## src/rtl/dm_access_arbiter.sv

```systemverilog
// Shares the single-ported data memory between the pipeline MEM port (P) and a DMA port (D).
// Zero-cycle issue, 1-cycle read return; D is force-granted after STARVE_MAX denied cycles.
module dm_access_arbiter #(
  parameter int AW         = 16,
  parameter int DW         = 16,
  parameter int STARVE_MAX = 4
) (
  input  logic          clk,
  input  logic          reset,
  input  logic          p_req,
  input  logic          p_rw,
  input  logic [AW-1:0] p_addr,
  input  logic [DW-1:0] p_wdata,
  output logic          p_stall,
  output logic [DW-1:0] p_rdata,
  output logic          p_rvalid,
  input  logic          d_req,
  input  logic          d_rw,
  input  logic [AW-1:0] d_addr,
  input  logic [DW-1:0] d_wdata,
  output logic          d_gnt,
  output logic [DW-1:0] d_rdata,
  output logic          d_rvalid,
  output logic          mem_en,
  output logic          mem_rw,
  output logic [AW-1:0] mem_addr,
  output logic [DW-1:0] mem_wdata,
  input  logic [DW-1:0] mem_rdata
);

  typedef enum logic {NORMAL, FORCE_D} state_t;

  localparam logic [3:0] CNT_MAX = 4'(STARVE_MAX);

  state_t     state, state_nxt;
  logic [3:0] starve_cnt, starve_cnt_nxt;
  logic       rd_pend;
  logic       rd_owner;  // 0 = P, 1 = D
  logic       grant_p, grant_d;

  always_ff @(posedge clk) begin
    if (reset) begin
      state      <= NORMAL;
      starve_cnt <= '0;
      rd_pend    <= 1'b0;
      rd_owner   <= 1'b0;
    end else begin
      state      <= state_nxt;
      starve_cnt <= starve_cnt_nxt;
      rd_pend    <= (grant_p & ~p_rw) | (grant_d & ~d_rw);
      if (grant_p | grant_d)
        rd_owner <= grant_d;
    end
  end

  always_comb begin
    grant_p        = 1'b0;
    grant_d        = 1'b0;
    starve_cnt_nxt = '0;
    state_nxt      = state;

    if (!reset) begin
      if (state == FORCE_D && d_req)
        grant_d = 1'b1;
      else if (p_req)
        grant_p = 1'b1;
      else if (d_req)
        grant_d = 1'b1;
    end

    if (d_req && !grant_d)
      starve_cnt_nxt = (starve_cnt >= CNT_MAX) ? CNT_MAX : starve_cnt + 4'd1;

    case (state)
      NORMAL:  if (starve_cnt_nxt == CNT_MAX) state_nxt = FORCE_D;
      FORCE_D: if (grant_d || !d_req)         state_nxt = NORMAL;
      default: state_nxt = NORMAL;
    endcase
  end

  always_comb begin
    mem_en    = grant_p | grant_d;
    mem_rw    = 1'b0;
    mem_addr  = '0;
    mem_wdata = '0;
    if (grant_p) begin
      mem_rw    = p_rw;
      mem_addr  = p_addr;
      mem_wdata = p_wdata;
    end else if (grant_d) begin
      mem_rw    = d_rw;
      mem_addr  = d_addr;
      mem_wdata = d_wdata;
    end
  end

  assign p_stall = p_req & ~grant_p & ~reset;
  assign d_gnt   = grant_d;

  // A read issued just before reset must not surface while reset is held.
  assign p_rvalid = rd_pend & ~rd_owner & ~reset;
  assign d_rvalid = rd_pend &  rd_owner & ~reset;
  assign p_rdata  = mem_rdata;
  assign d_rdata  = mem_rdata;

endmodule

```

## config.mk

```make
export PLATFORM = sky130hd
export DESIGN_NAME = dm_access_arbiter
export DESIGN_NICKNAME = d
export VERILOG_FILES = /design/src/rtl/dm_access_arbiter.sv
export SDC_FILE = /design/constraint.sdc
export NUM_CORES = 1
export LEC_CHECK = 0
export CAP_MARGIN = 20
export CORE_MARGIN = 5
export CORE_UTILIZATION = 20
export DETAILED_ROUTE_END_ITERATION = 10
export PLACE_DENSITY = 0.88
export SLEW_MARGIN = 30
export SYNTH_ARGS = -nofsm -noshare
export SYNTH_HDL_FRONTEND = slang
export SYNTH_SLANG_ARGS = --single-unit
```

## constraint.sdc

```tcl
create_clock -name clk -period 1.15 [get_ports clk]
set_clock_uncertainty 0.1 [all_clocks]
set_input_delay 0.115 -clock clk [delete_from_list [all_inputs] [get_ports clk]]
set_output_delay 0.115 -clock clk [all_outputs]
set_load 0.01 [all_outputs]
```

==> key figures <==
Outcome
  • Run status: complete, but fails checks
  • Violated checks: setup timing

Synthesis
  • Synthesized instance count: 103
  • Netlist area before placement: 928 um^2
  • Main area contributors after synthesis: sky130_fd_sc_hd__a22o_1, sky130_fd_sc_hd__buf_4, sky130_fd_sc_hd__dfxtp_1
  • Synth cell types: 24
  • Post-synthesis average cell area: 9.01 um^2
  • Proportion of synthesized chip area in sequential cells: 0.151
  • Largest area contributor in the synthesized netlist: sky130_fd_sc_hd__a22o_1
  • Post-synthesis net count: 190
  • Fraction of synthesized cell area taken by the top area cell type: 0.302
  • Seq cells post-synth: 7
  • Total of warnings raised by yosys: 0

STA
  • Final TNS setup: -16210 ps
  • Final Critical Period: 1680 ps
  • Fin. Hold Viols: 0
  • Number of pins exceeding their max-slew limit in the final report: 0
  • Setup repair after global routing missed its margin: true
  • Final Cycle Share: 1.46
  • Min setup slack post-route: -532 ps
  • Count of final setup violators: 36
  • Maximum achievable frequency: 0.595 GHz
  • Worst hold margin: around 130 ps

Min path
  • Worst hold-check path type: in -> out

Layout
  • Area taken by flip-flops and latches: around 150 um^2
  • Fill count: 431
  • Final standard cell area without fillers: 2000 um^2
  • Total area of multi-input combinational cells: 499 um^2
  • NumNets Final: 287
  • Most common cell after layout, fill and taps aside: sky130_fd_sc_hd__clkdlybuf4s50_1
  • Syn-to-layout area delta: 115%
  • Final standard cell count with taps included and fillers excluded: 251
  • Layout cells sized above 1: 0.397
  • Final antenna diode count: 0
  • Commonest non-fill, non-tap cells in the layout: sky130_fd_sc_hd__clkdlybuf4s50_1, sky130_fd_sc_hd__a22o_1, sky130_fd_sc_hd__buf_2

Worst setup path
  • Capturing element type of the critical path: output port
  • Critical path launch point type: register
  • Worst EP arrival: 1470 ps
  • CP max FO: 7
  • Critical path class: reg -> out
  • Data required time at the worst endpoint: ~940 ps

Job
  • Max-cap check violation count: 0

Route
  • DR pass1 iterations: 4
  • Starting DRC count in detailed routing: 8
  • Total via count in the routed design: 1146
  • DRC errors left: 0
  • Total routed wirelength: 4480 um
  • Via density per instance: 4.57
  • Number of routed nets with antenna violations: 0
  • Wire length per cell: 17.8 um

Pwr
  • Peak supply drop: 508 uV
  • Clock group share of total power: 0.274
  • Internal Pwr Total: slightly above 900 uW
  • Total power of the final layout: 1260 uW
  • Net Sw Frac: 0.263
  • Share of total power in sequential cells: 0.206
  • Power per standard cell area: 630 nW/um^2
  • Static Leak: 0.000958 uW
  • Power spent charging and discharging nets: 331 uW
  • Combinational share of power: 0.521

Clock network
  • Post-CTS Hold Fix Bufs: 0
  • Inserted Clock Buffers: 3
  • Clock insertion delay at the later pin of the skew report: 230 ps
  • H-tree levels: 1
  • Sinks on the clock net: 7
  • CTS Root Cell: sky130_fd_sc_hd__clkbuf_8
  • Clock input transition at the sequential cells of the worst setup and hold paths: 40 ps
  • Clock tree from TritonCTS: done
  • Max Root-Sink Buffers: 2

Placement
  • Port-buffer cells: 107
  • HPWL reported at the end of detailed placement: 3060 um
  • Cell area after placement: 1850 um^2
  • Weighted congestion at the end of routability-driven global placement: 0.783
  • Post-placement cell count: 232

Floorplan
  • Die span in x: 78.1 um
  • Io pins: ~160
  • Height of the die: 78.1 um
  • Area of the core region: 4410 um^2
  • Die area: 6100 um^2
  • Number of rows in the core area: 24
  • Starting utilization of the core area: 0.210

Global routing
  • Final global-route overflow total: 0
  • Wire length of the first global-routing pass: roughly 6600 um
  • Number of antenna violations at the first check in global routing: 0
  • Number of global-route vias before repair: approximately 1200
  • Overall fraction of global-route tracks in use: 0.136
  • Largest net degree at the start of global routing: 18
path summary, 6_finish.rpt:
check / slack [ps] / startpoint / to / depth (start not counted)
setup / recovery: -530 / state / mem_wdata[5] / 7
hold / removal: 130 / mem_rdata[11] / p_rdata[11] / 0
setup reg to reg: -220 / state / state / 5
hold reg to reg: 390 / rd_owner / rd_owner / 2
metal layers:
layer  GRT usage  vias up  share of wire
met5           0        -              0
li1            -      549              -
met3      0.0503       12           0.11
met1       0.145      520           0.37
met4      0.0355        0          0.012
met2       0.249       65           0.51
cell families after synthesis:
| logic type | synth area share |
|---|---|
| AND/OR/NAND/NOR | 0.106 |
| AO/OA/AOI/OAI | 0.379 |
| flip-flops | 0.151 |
| other | 0.00404 |
| buffers and inverters | 0.346 |
| adder cells (fa/ha/maj) | 0.0135 |
cells in the mapped netlist:
master                       n
sky130_fd_sc_hd__buf_4      32
sky130_fd_sc_hd__inv_4       1
sky130_fd_sc_hd__nand2b_1    2
sky130_fd_sc_hd__o31a_1      1
sky130_fd_sc_hd__and3_2      1
sky130_fd_sc_hd__and3b_1     1
sky130_fd_sc_hd__o21ai_0     2
sky130_fd_sc_hd__nor3b_1     1
sky130_fd_sc_hd__o2bb2ai_1   1
sky130_fd_sc_hd__nor2_1      3
sky130_fd_sc_hd__and4bb_2    1
sky130_fd_sc_hd__and3_1      2
sky130_fd_sc_hd__conb_1      1
sky130_fd_sc_hd__nor2b_2     1
sky130_fd_sc_hd__a22o_4      1
sky130_fd_sc_hd__or2_2       1
sky130_fd_sc_hd__a22o_1     32
sky130_fd_sc_hd__nand3b_2    1
sky130_fd_sc_hd__ha_1        1
sky130_fd_sc_hd__dfxtp_1     7
sky130_fd_sc_hd__o21a_1      1
sky130_fd_sc_hd__a21boi_4    1
sky130_fd_sc_hd__inv_1       2
sky130_fd_sc_hd__buf_6       6
sequential cells by signal, indices dropped and copies added, names as in the netlist:
register / flops
rd_owner: 1
rd_pend: 1
starve_cnt: 4
state: 1
power by group through the flow:
stage	clock, uW	sequential, uW	combinational (uW)
after floorplan	0	262	308
after global placement	0	263	608
after detailed placement	0	263	615
after CTS	353	258	675
after global routing	362	260	697
final	345	259	656
stage by stage:
stage,setup WS (ps),utilization
global route,-577,0.453
global placement,-945,0.418
detailed placement,-965,0.418
finish,-532,0.453
floorplan,-42.6,-
CTS,-558,0.460
cell type report:
type                            count  area share
Inverter                            3      0.0119
Clock buffer                        4      0.0225
Sequential cell                     7      0.0726
Multi-Input combinational cell     55       0.250
Timing Repair Buffer              129       0.605
Timing Repair inverter              1     0.00564
Tap cell                           52      0.0326
worst max-delay path, stage by stage (launching register included):
cell	delay, ps
sky130_fd_sc_hd__dfxtp_4	350
sky130_fd_sc_hd__nand2b_4	150
sky130_fd_sc_hd__nand3b_4	130
sky130_fd_sc_hd__inv_12	50
sky130_fd_sc_hd__buf_12	130
sky130_fd_sc_hd__buf_6	110
sky130_fd_sc_hd__a22o_1	190
sky130_fd_sc_hd__buf_2	130
repair_timing:
action	in CTS	in global routing
pin swaps	8	14
buffers inserted	12	2
resized for setup	177	10
gates cloned	5	0
endpoints found under the setup margin	42	39
Power figures use the tool's default switching activity.
